===== config.mk =====
export PLATFORM = sky130hd
export DESIGN_NAME = change_dispenser_flat
export DESIGN_NICKNAME = d
export VERILOG_FILES = /design/src/rtl/change_dispenser_if.sv /design/src/rtl/change_dispenser.sv /design/src/flat_wrapper.sv
export SDC_FILE = /design/constraint.sdc
export NUM_CORES = 1
export LEC_CHECK = 0
export BUFFER_PORTS_ARGS = -buffer_cell sky130_fd_sc_hd__buf_4
export CORE_ASPECT_RATIO = 1.1
export CORE_MARGIN = 5
export CORE_UTILIZATION = 59
export DETAILED_ROUTE_END_ITERATION = 10
export PLACE_DENSITY = 0.95
export SLEW_MARGIN = 20
export SYNTH_ARGS = -nofsm -noshare
export SYNTH_HDL_FRONTEND = slang
export SYNTH_SLANG_ARGS = --single-unit
export TNS_END_PERCENT = 5

===== constraint.sdc =====
create_clock -name clk -period 6.05 [get_ports clk]
set_input_delay 0.605 -clock clk [delete_from_list [all_inputs] [get_ports clk]]
set_output_delay 0.605 -clock clk [all_outputs]
set_load 0.01 [all_outputs]

===== src/rtl/change_dispenser_if.sv =====
// Coin-dispense bundle between the vending controller (master) and change_dispenser (slave):
// request, coin channel, completion status, refill and stock readback.
interface change_dispenser_if #(
    parameter int unsigned AMT_W   = 5,
    parameter int unsigned STOCK_W = 8
);
    logic               io_req_valid;
    logic [AMT_W-1:0]   io_req_amount;
    logic               io_req_ready;
    logic               io_coin_valid;
    logic               io_coin;
    logic               io_coin_ready;
    logic               io_done;
    logic               io_short;
    logic [AMT_W-1:0]   io_remainder;
    logic               io_refill_valid;
    logic [STOCK_W-1:0] io_refill_dimes;
    logic [STOCK_W-1:0] io_refill_nicks;
    logic [STOCK_W-1:0] io_dimes;
    logic [STOCK_W-1:0] io_nicks;

    modport master (
        output io_req_valid, io_req_amount, io_coin_ready,
        output io_refill_valid, io_refill_dimes, io_refill_nicks,
        input  io_req_ready, io_coin_valid, io_coin, io_done, io_short, io_remainder,
        input  io_dimes, io_nicks
    );

    modport slave (
        input  io_req_valid, io_req_amount, io_coin_ready,
        input  io_refill_valid, io_refill_dimes, io_refill_nicks,
        output io_req_ready, io_coin_valid, io_coin, io_done, io_short, io_remainder,
        output io_dimes, io_nicks
    );
endinterface


===== src/rtl/change_dispenser.sv =====
// Greedy dime/nickel change dispenser with finite, refillable stock.
// Define CHANGE_DISPENSER_STATS_EN to add the io_coins_out transfer counter.
module change_dispenser #(
    parameter int unsigned AMT_W      = 5,
    parameter int unsigned STOCK_W    = 8,
    parameter int unsigned INIT_DIMES = 10,
    parameter int unsigned INIT_NICKS = 10
) (
    input logic              clk,
    input logic              reset,
    change_dispenser_if.slave bus
`ifdef CHANGE_DISPENSER_STATS_EN
    ,
    output logic [15:0]      io_coins_out
`endif
);

    typedef enum logic [1:0] {StIdle, StDispense, StDone} state_e;

    state_e             state_q;
    logic [AMT_W-1:0]   rem_q;
    logic [STOCK_W-1:0] dimes_q, nicks_q;
    logic               ready_q, done_q, short_q;
    logic [AMT_W-1:0]   remainder_q;
    logic               hold_q, hold_coin_q;

    logic dime_ok, nick_ok, coin_valid, coin_sel, xfer;

    // A coin left waiting on a stalled channel is held, so a refill cannot swap it.
    always_comb begin
        dime_ok    = (rem_q >= AMT_W'(2)) && (dimes_q != '0);
        nick_ok    = (rem_q != '0) && (nicks_q != '0);
        coin_valid = (state_q == StDispense) && (hold_q || dime_ok || nick_ok);
        coin_sel   = hold_q ? hold_coin_q : !dime_ok;
        xfer       = coin_valid && bus.io_coin_ready;
    end

    function automatic logic [STOCK_W-1:0] stock_next(input logic [STOCK_W-1:0] stock,
                                                      input logic               add_en,
                                                      input logic [STOCK_W-1:0] add,
                                                      input logic               dec);
        logic [STOCK_W:0] sum;
        sum = {1'b0, stock} + (add_en ? {1'b0, add} : '0) - {{STOCK_W{1'b0}}, dec};
        return sum[STOCK_W] ? '1 : sum[STOCK_W-1:0];
    endfunction

    always_ff @(posedge clk) begin
        if (!reset) begin
            state_q     <= StIdle;
            rem_q       <= '0;
            dimes_q     <= STOCK_W'(INIT_DIMES);
            nicks_q     <= STOCK_W'(INIT_NICKS);
            ready_q     <= 1'b0;
            done_q      <= 1'b0;
            short_q     <= 1'b0;
            remainder_q <= '0;
            hold_q      <= 1'b0;
            hold_coin_q <= 1'b0;
        end else begin
            dimes_q     <= stock_next(dimes_q, bus.io_refill_valid, bus.io_refill_dimes,
                                      xfer && !coin_sel);
            nicks_q     <= stock_next(nicks_q, bus.io_refill_valid, bus.io_refill_nicks,
                                      xfer && coin_sel);
            done_q      <= 1'b0;
            short_q     <= 1'b0;
            remainder_q <= '0;
            hold_q      <= coin_valid && !bus.io_coin_ready;
            if (coin_valid && !bus.io_coin_ready) hold_coin_q <= coin_sel;

            unique case (state_q)
                StIdle: begin
                    if (ready_q && bus.io_req_valid) begin
                        rem_q   <= bus.io_req_amount;
                        ready_q <= 1'b0;
                        state_q <= StDispense;
                    end else begin
                        ready_q <= 1'b1;
                    end
                end
                StDispense: begin
                    if (xfer) begin
                        rem_q <= rem_q - (coin_sel ? AMT_W'(1) : AMT_W'(2));
                    end else if (!coin_valid) begin
                        done_q      <= 1'b1;
                        short_q     <= (rem_q != '0);
                        remainder_q <= rem_q;
                        state_q     <= StDone;
                    end
                end
                StDone: begin
                    ready_q <= 1'b1;
                    state_q <= StIdle;
                end
                default: state_q <= StIdle;
            endcase
        end
    end

`ifdef CHANGE_DISPENSER_STATS_EN
    logic [15:0] coins_q;
    always_ff @(posedge clk) begin
        if (!reset)    coins_q <= '0;
        else if (xfer) coins_q <= coins_q + 16'd1;
    end
    assign io_coins_out = coins_q;
`endif

    assign bus.io_req_ready  = ready_q;
    assign bus.io_coin_valid = coin_valid;
    assign bus.io_coin       = coin_valid ? coin_sel : 1'b0;
    assign bus.io_done       = done_q;
    assign bus.io_short      = short_q;
    assign bus.io_remainder  = remainder_q;
    assign bus.io_dimes      = dimes_q;
    assign bus.io_nicks      = nicks_q;

endmodule


===== src/flat_wrapper.sv =====
// flat-port wrapper written by rule: the top's interface ports become plain ports
module change_dispenser_flat 
#(
    parameter int unsigned AMT_W      = 5,
    parameter int unsigned STOCK_W    = 8,
    parameter int unsigned INIT_DIMES = 10,
    parameter int unsigned INIT_NICKS = 10
)
  (clk, reset, bus_io_req_valid, bus_io_req_amount, bus_io_coin_ready, bus_io_refill_valid, bus_io_refill_dimes, bus_io_refill_nicks, bus_io_req_ready, bus_io_coin_valid, bus_io_coin, bus_io_done, bus_io_short, bus_io_remainder, bus_io_dimes, bus_io_nicks);
  change_dispenser_if #(.AMT_W(AMT_W), .STOCK_W(STOCK_W)) bus_i ();
  input logic clk;
  input logic reset;
  input wire logic [$bits(bus_i.io_req_valid)-1:0] bus_io_req_valid;
  input wire logic [$bits(bus_i.io_req_amount)-1:0] bus_io_req_amount;
  input wire logic [$bits(bus_i.io_coin_ready)-1:0] bus_io_coin_ready;
  input wire logic [$bits(bus_i.io_refill_valid)-1:0] bus_io_refill_valid;
  input wire logic [$bits(bus_i.io_refill_dimes)-1:0] bus_io_refill_dimes;
  input wire logic [$bits(bus_i.io_refill_nicks)-1:0] bus_io_refill_nicks;
  output wire logic [$bits(bus_i.io_req_ready)-1:0] bus_io_req_ready;
  output wire logic [$bits(bus_i.io_coin_valid)-1:0] bus_io_coin_valid;
  output wire logic [$bits(bus_i.io_coin)-1:0] bus_io_coin;
  output wire logic [$bits(bus_i.io_done)-1:0] bus_io_done;
  output wire logic [$bits(bus_i.io_short)-1:0] bus_io_short;
  output wire logic [$bits(bus_i.io_remainder)-1:0] bus_io_remainder;
  output wire logic [$bits(bus_i.io_dimes)-1:0] bus_io_dimes;
  output wire logic [$bits(bus_i.io_nicks)-1:0] bus_io_nicks;
  assign bus_i.io_req_valid = bus_io_req_valid;
  assign bus_i.io_req_amount = bus_io_req_amount;
  assign bus_i.io_coin_ready = bus_io_coin_ready;
  assign bus_i.io_refill_valid = bus_io_refill_valid;
  assign bus_i.io_refill_dimes = bus_io_refill_dimes;
  assign bus_i.io_refill_nicks = bus_io_refill_nicks;
  assign bus_io_req_ready = bus_i.io_req_ready;
  assign bus_io_coin_valid = bus_i.io_coin_valid;
  assign bus_io_coin = bus_i.io_coin;
  assign bus_io_done = bus_i.io_done;
  assign bus_io_short = bus_i.io_short;
  assign bus_io_remainder = bus_i.io_remainder;
  assign bus_io_dimes = bus_i.io_dimes;
  assign bus_io_nicks = bus_i.io_nicks;
  change_dispenser #(.AMT_W(AMT_W), .STOCK_W(STOCK_W), .INIT_DIMES(INIT_DIMES), .INIT_NICKS(INIT_NICKS)) u_core (.clk(clk), .reset(reset), .bus(bus_i));
endmodule

==> results of run 1 <==
==> worst paths after layout <==
check	to	from	slack, ns	cells past startpoint
max	u_core.bus.io_dimes[3]$_SDFF_PP1_	u_core.bus.io_nicks[0]$_SDFF_PN0_	1.98	16
min	u_core.state_q[0]$_SDFFE_PN0P_	u_core.state_q[1]$_SDFFE_PN0P_	0.44	1
max reg2reg	u_core.bus.io_dimes[3]$_SDFF_PP1_	u_core.bus.io_nicks[0]$_SDFF_PN0_	1.98	16
min reg2reg	u_core.state_q[0]$_SDFFE_PN0P_	u_core.state_q[1]$_SDFFE_PN0P_	0.44	1
==> stage by stage <==
step / area [um^2] / setup WS (ns) / util, %
floorplan: 2420 / 2.40 / -
global placement: 2850 / 2.19 / 71.9
detailed placement: 2850 / 2.07 / 71.9
CTS: 2970 / 2.03 / 74.8
global route: 2970 / 1.62 / 74.8
finish: 2970 / 1.98 / 74.8
==> cell families (layout without fill, tap and decap cells) <==
family	Yosys count	after routing	share of synthesized area [%]
AOI/OAI and AO/OA	53	53	15.5
xor gates and xnor gates	12	12	4.34
adders and majority gates	37	37	20.0
buffers and inverters	66	120	10.3
DFF	33	33	27.3
muxes	5	5	2.12
and+or+nand+nor	94	94	20.4
==> state kept, by name, summed over array words and instances (netlist names) <==
| name | count |
|---|---|
| u_core.bus.io_dimes | 8 |
| u_core.bus.io_done | 1 |
| u_core.bus.io_nicks | 8 |
| u_core.bus.io_remainder | 5 |
| u_core.bus.io_req_ready | 1 |
| u_core.bus.io_short | 1 |
| u_core.hold_coin_q | 1 |
| u_core.hold_q | 1 |
| u_core.rem_q | 5 |
| u_core.state_q | 2 |
==> layer usage <==
metal / part of all wire [%] / GRT usage [%] / vias to the layer above
met2: 53 / 38.6 / 68
met3: 6.3 / 4.05 / 14
met1: 38 / 24.1 / 1044
met5: 0 / 0 / -
li1: - / - / 1114
met4: 2.7 / 10.5 / 0
==> power groups by stage <==
| stage | clock network, mW | logic [mW] | registers (mW) |
|---|---|---|---|
| finish | 0.206 | 0.989 | 0.325 |
| global route | 0.220 | 1.12 | 0.333 |
| CTS | 0.208 | 0.991 | 0.324 |
| detailed placement | 0 | 0.973 | 0.328 |
| global placement | 0 | 0.931 | 0.324 |
| floorplan | 0 | 0.706 | 0.341 |
==> cells in the mapped netlist, types with 2 or more instances <==
master     number
a21boi_0        3
a21o_1          2
a21oi_1        13
a31oi_1         2
and2_1          8
clkbuf_1        4
dfxtp_1        33
fa_1            3
ha_1           34
inv_1          61
mux2i_1         4
nand2_1        32
nand2b_1        3
nand3_1         4
nand3b_1        5
nor2_1          8
nor2b_1         2
nor3_1         11
nor4_1          5
o2111ai_1       2
o211ai_1        4
o21a_1         11
o21ai_0         4
o22ai_1         2
o311ai_0        2
o31a_1          2
o41ai_1         2
or2_2           3
or3_1           7
xnor2_1        10
xor2_1          2
==> area by class of cell <==
class,count,area [um^2],area share [%]
clock buffers,5,68.8,2.32
clock inverters,3,46.3,1.56
inverters,61,229,7.72
multi-input cells,201,1510,51.0
flip-flops and latches,33,661,22.3
well taps,52,65.1,2.19
repair buffers,51,383,12.9
==> cell usage in the layout (no fill, tap or decap), types with 2 or more instances in the layout <==
| master | n |
|---|---|
| a21oi_1 | 13 |
| buf_4 | 51 |
| fa_1 | 3 |
| a31oi_1 | 2 |
| ha_1 | 34 |
| mux2i_1 | 4 |
| o21a_1 | 11 |
| or2_2 | 3 |
| a21o_1 | 2 |
| clkbuf_8 | 5 |
| or3_1 | 7 |
| o22ai_1 | 2 |
| o211ai_1 | 4 |
| o2111ai_1 | 2 |
| a21boi_0 | 3 |
| dfxtp_1 | 33 |
| o41ai_1 | 2 |
| xnor2_1 | 10 |
| xor2_1 | 2 |
| o21ai_0 | 4 |
| nor3_1 | 11 |
| o311ai_0 | 2 |
| nand3b_1 | 5 |
| inv_1 | 61 |
| nor2_1 | 8 |
| nand3_1 | 4 |
| nor2b_1 | 2 |
| o31a_1 | 2 |
| nand2b_1 | 3 |
| nand2_1 | 32 |
| nor4_1 | 5 |
| and2_1 | 8 |
==> results.py, run 1 <==
metrics = {
    "outcome": {
        "status": "finished clean",
    },
    "clock_network": {
        "cts_max_path_buffers": 2,
        "cts_buffers": 5,
        "cts.repair.resized": 0,
        "path_clk_slew_ns": 0.07,
        "post_cts_buffers": 0,
        "cts_tree": "built",
        "holdBufCountCts": 0,
        "clk_latency_ns": 0.28,
        "ctsRootBufferMaster": "clkbuf_8",
        "cts_sinks": 33,
        "htree_levels": 2,
    },
    "power": {
        "pwr-share-clk_pct": 13.6,
        "leakage_nw": 1.50,
        "p_per_area_nw_per_um2": 513,
        "switching_share_pct": 43.3,
        "ir_drop_uv": 392,
        "report.power.total_mw": 1.52,
        "power.switching_uw": 658,
        "p_int_uw": 862,
        "seqPwrFrac_pct": 21.4,
        "pwr-share-comb_pct": 65.1,
    },
    "timing": {
        "slew_viol_final": 0,
        "max_freq_mhz": 246,
        "setup_viol": 0,
        "worst_pin_slew_ns": 0.661,
        "fin_skew_ns": 0.00344,
        "rsz0062_at_grt": "false",
        "final_hold_viol_count": 0,
        "min_period_ns": 4.07,
        "slew_headroom_pct": 55.9,
        "hold_slack_ns": 0.441,
        "fin_tns_setup_ns": 0,
        "fin_crit_sh_pct": 67.2,
    },
    "worst_setup_path": {
        "cpPeakStageDelay_ns": 0.45,
        "crit_path_start_kind": "flop",
        "arrival_ns": 4.24,
        "crit_path_top_delay_cell": "a211oi_4",
        "critPathBufInv": 3,
        "setup.worst_path.end_class": "flop",
        "cp_max_fo": 9,
        "cp_top_family": "simple AND/OR/NAND/NOR gates",
        "crit_chain": "nor4_1, nand4_1, a211oi_4, or2_2, inv_1, and3_1, ha_1, inv_1, ha_1, inv_1, fa_1, nor2b_1, o2111ai_1, a31oi_1, xnor2_1, or3_1",
        "crit_type": "flop to flop",
        "cp_common_cell": "inv_1",
        "critPathRequiredTime_ns": 6.22,
    },
    "floorplanning": {
        "ios": 52,
        "coreArea_um2": 3960,
        "start_util_pct": 61.1,
        "dieWidth_um": 71.1,
        "die_h_um": 77.2,
        "die_area_um2": 5490,
        "row_count": 24,
    },
    "logic_synthesis": {
        "synthCells": 300,
        "syn_area_um2": 2420,
        "synth_cell_types": 43,
        "synthArstFlopShare_pct": 0,
        "seq_area_frac_synth_pct": 27.3,
        "ys_warn_count": 0,
        "synth.net_count": 363,
        "yosysTopAreaCellShare_pct": 27.3,
        "synth-edff-count": 0,
        "synth_area_leaders": "dfxtp_1 27%, ha_1 18%, inv_1 9.5%",
        "synth_top_flop_cell": "dfxtp_1",
        "yosys.area.top_type": "dfxtp_1",
        "ys_seq_elements": 33,
        "syn_area_per_cell_um2": 8.07,
    },
    "grt": {
        "grt_pass1_vias": 2319,
        "grt_overflow": 0,
        "antenna_found_initial": 0,
        "grt_pass1_wl_mm": 9.82,
        "grt_use_total_pct": 21.6,
        "grt_start_max_net_pins": 24,
    },
    "placement": {
        "placed_cells": 398,
        "hpwl_mm": 4.33,
        "io_buffers": 51,
        "globalplace.congestion": 0.897,
    },
    "detailed_routing": {
        "antenna_left": 0,
        "drc": 0,
        "vias_per_cell": 5.52,
        "wire_per_inst_um": 13.8,
        "firstDrtPassIters": 4,
        "first_iter_violations": 52,
        "vias": 2240,
        "wirelength_mm": 5.61,
    },
    "layout": {
        "finalNonFillerCells": 406,
        "nNetsFinal": 416,
        "layout-drive-gt1-share_pct": 18.9,
        "nFillCells": 295,
        "area_growth_pct": 22.4,
        "n_antenna_cell": 0,
    },
    "hold_path": {
        "hp-class": "flop to flop",
    },
    "run": {
        "max_cap_violations": 0,
    },
}
No activity file was read; power rests on OpenSTA's default activity.
==> run 2: changes to the inputs <==
--- a/config.mk
+++ b/config.mk
@@ -8,9 +8,9 @@
 export BUFFER_PORTS_ARGS = -buffer_cell sky130_fd_sc_hd__buf_4
 export CORE_ASPECT_RATIO = 1.1
 export CORE_MARGIN = 5
-export CORE_UTILIZATION = 59
+export CORE_UTILIZATION = 55
 export DETAILED_ROUTE_END_ITERATION = 10
-export PLACE_DENSITY = 0.95
+export PLACE_DENSITY = 0.91
 export SLEW_MARGIN = 20
 export SYNTH_ARGS = -nofsm -noshare
 export SYNTH_HDL_FRONTEND = slang
==> constraint.sdc (replaced) <==
create_clock -name clk -period 4 [get_ports clk]
set_input_delay 0.4 -clock clk [delete_from_list [all_inputs] [get_ports clk]]
set_output_delay 0.4 -clock clk [all_outputs]
set_load 0.01 [all_outputs]
==> run 2 against run 1 <==
Routed wire length barely moved. Hold slack got worse by 0.096 ns. First-iteration DRC count rose by 69%. Non-clock buffer count rose by 2. Worst setup slack got worse by 1.8 ns. Register-to-register slack got worse by 1.8 ns. Sequential power rose by 55%. Critical endpoint unchanged. Largest power group unchanged. Highest routed layer unchanged.
==> results.py, run 2 (synthesis gave the netlist of run 1 again) <==
metrics = {
    "grt": {
        "antenna_found_initial": 0,
        "grt_pass1_vias": 2077,
        "grt_pass1_wl_mm": 8.96,
        "grt_start_max_net_pins": 24,
        "grt_overflow": 0,
        "grt_use_total_pct": 19.6,
    },
    "timing": {
        "slew_viol_final": 0,
        "fin_skew_ns": 0.00269,
        "fin_crit_sh_pct": 95.3,
        "setup_viol": 0,
        "fin_tns_setup_ns": 0,
        "hold_slack_ns": 0.344,
        "max_freq_mhz": 262,
        "min_period_ns": 3.81,
        "worst_pin_slew_ns": 0.544,
        "final_hold_viol_count": 0,
        "slew_headroom_pct": 63.5,
        "rsz0062_at_grt": "false",
    },
    "floorplanning": {
        "die_area_um2": 5830,
        "dieWidth_um": 73.3,
        "coreArea_um2": 4290,
        "row_count": 25,
        "start_util_pct": 56.5,
        "die_h_um": 79.6,
        "ios": 52,
    },
    "worst_setup_path": {
        "critPathBufInv": 3,
        "crit_chain": "or2_1, or3_4, a211oi_4, or2_4, inv_1, and3_1, ha_1, inv_1, ha_1, inv_1, fa_1, nor2b_2, o2111ai_2, a31oi_2, xnor2_2, or3_1",
        "cpPeakStageDelay_ns": 0.41,
        "arrival_ns": 3.97,
        "crit_path_start_kind": "flop",
        "r2r_setup_slack_ns": 0.19,
        "cp_max_fo": 7,
        "cp_top_family": "simple AND/OR/NAND/NOR gates",
        "crit_type": "flop to flop",
        "crit_path_top_delay_cell": "fa_1",
        "critPathRequiredTime_ns": 4.16,
        "setup.worst_path.end_class": "flop",
        "cp_common_cell": "inv_1",
    },
    "power": {
        "seqPwrFrac_pct": 21.9,
        "leakage_nw": 1.51,
        "pwr-share-clk_pct": 10.5,
        "switching_share_pct": 44.1,
        "p_int_mw": 1.29,
        "p_per_area_nw_per_um2": 765,
        "pwr-share-comb_pct": 67.5,
        "ir_drop_uv": 639,
        "power.switching_mw": 1.01,
    },
    "detailed_routing": {
        "wirelength_mm": 5.62,
        "firstDrtPassIters": 6,
        "vias_per_cell": 5.35,
        "drc": 0,
        "wire_per_inst_um": 13.7,
        "vias": 2189,
        "antenna_left": 0,
        "first_iter_violations": 88,
    },
    "layout": {
        "final_core_util_pct": 70.2,
        "nFillCells": 339,
        "layout-drive-gt1-share_pct": 20.8,
        "area_growth_pct": 24.1,
        "layout_commonest_cell": "inv_1",
        "mostFrequentLayoutCells": "61 x inv_1, 53 x buf_4, 34 x ha_1",
        "finalNonFillerCells": 409,
        "n_antenna_cell": 0,
        "nNetsFinal": 418,
    },
    "clock_network": {
        "post_cts_buffers": 0,
        "htree_levels": 2,
        "cts_buffers": 5,
        "cts_max_path_buffers": 2,
        "path_clk_slew_ns": 0.06,
        "clk_latency_ns": 0.28,
        "holdBufCountCts": 0,
        "cts_tree": "built",
        "ctsRootBufferMaster": "clkbuf_8",
        "cts_sinks": 33,
    },
    "placement": {
        "placed_cells": 402,
        "globalplace.congestion": 0.863,
        "hpwl_mm": 4.38,
        "io_buffers": 51,
    },
    "run": {
        "max_cap_violations": 0,
    },
    "outcome": {
        "status": "finished clean",
    },
    "hold_path": {
        "hp-class": "input pin to flop",
    },
}
run 2: cell type report:
| cell class | count | area (um^2) | share of cell area, % |
|---|---|---|---|
| clock buffers | 7 | 86.3 | 2.87 |
| inverters | 61 | 229 | 7.62 |
| multi-input cells | 201 | 1570 | 52.1 |
| flip-flops and latches | 33 | 661 | 22.0 |
| well taps | 54 | 67.6 | 2.25 |
| repair buffers | 53 | 398 | 13.2 |
run 2: worst reg2reg max path: cells and delay by family, from the launching register on:
| kind | cells | cell delay (ns) |
|---|---|---|
| compound gates | 3 | 0.66 |
| xor+xnor | 1 | 0.15 |
| flops | 1 | 0.34 |
| simple gates | 6 | 1.55 |
| fa+ha+maj | 3 | 0.82 |
| buf+inv | 3 | 0.16 |
run 2: power by group through the flow:
stage	clock, mW	combinational [mW]	sequential, mW
floorplan	0	1.07	0.516
global placement	0	1.42	0.490
detailed placement	0	1.48	0.493
CTS	0.246	1.50	0.490
global route	0.262	1.73	0.519
finish	0.242	1.55	0.505
run 2: per-layer routing:
metal	GRT usage, %	share of wire, %	vias to the layer above
li1	-	-	1107
met1	21.8	39	1019
met2	35.9	53	55
met3	4.41	6.4	8
met4	6.83	1.5	0
met5	0	0	-
run 2: final timing paths:
kind | from | end | cells after the start
max reg2reg | u_core.rem_q[2]$_SDFFE_PN0P_ | u_core.bus.io_dimes[3]$_SDFF_PP1_ | 16
min | bus_io_coin_ready | u_core.hold_q$_SDFF_PN0_ | 2
max | u_core.rem_q[2]$_SDFFE_PN0P_ | u_core.bus.io_dimes[3]$_SDFF_PP1_ | 16
min reg2reg | u_core.state_q[1]$_SDFFE_PN0P_ | u_core.state_q[0]$_SDFFE_PN0P_ | 1
run 2: through the flow:
stage               setup slack [ns]  instance area [um^2]  power (mW)
CTS                            0.103                  2960        2.23
global route                 0.00137                  3010        2.51
finish                         0.189                  3010        2.30
floorplan                      0.351                  2420        1.58
detailed placement            0.0327                  2870        1.97
global placement               0.195                  2870        1.91
run 2: what timing repair did:
action / 4_1_cts / 5_1_grt
resized for setup: 1 / 8
setup endpoints to repair: 1 / 8
pin swaps: 0 / 1
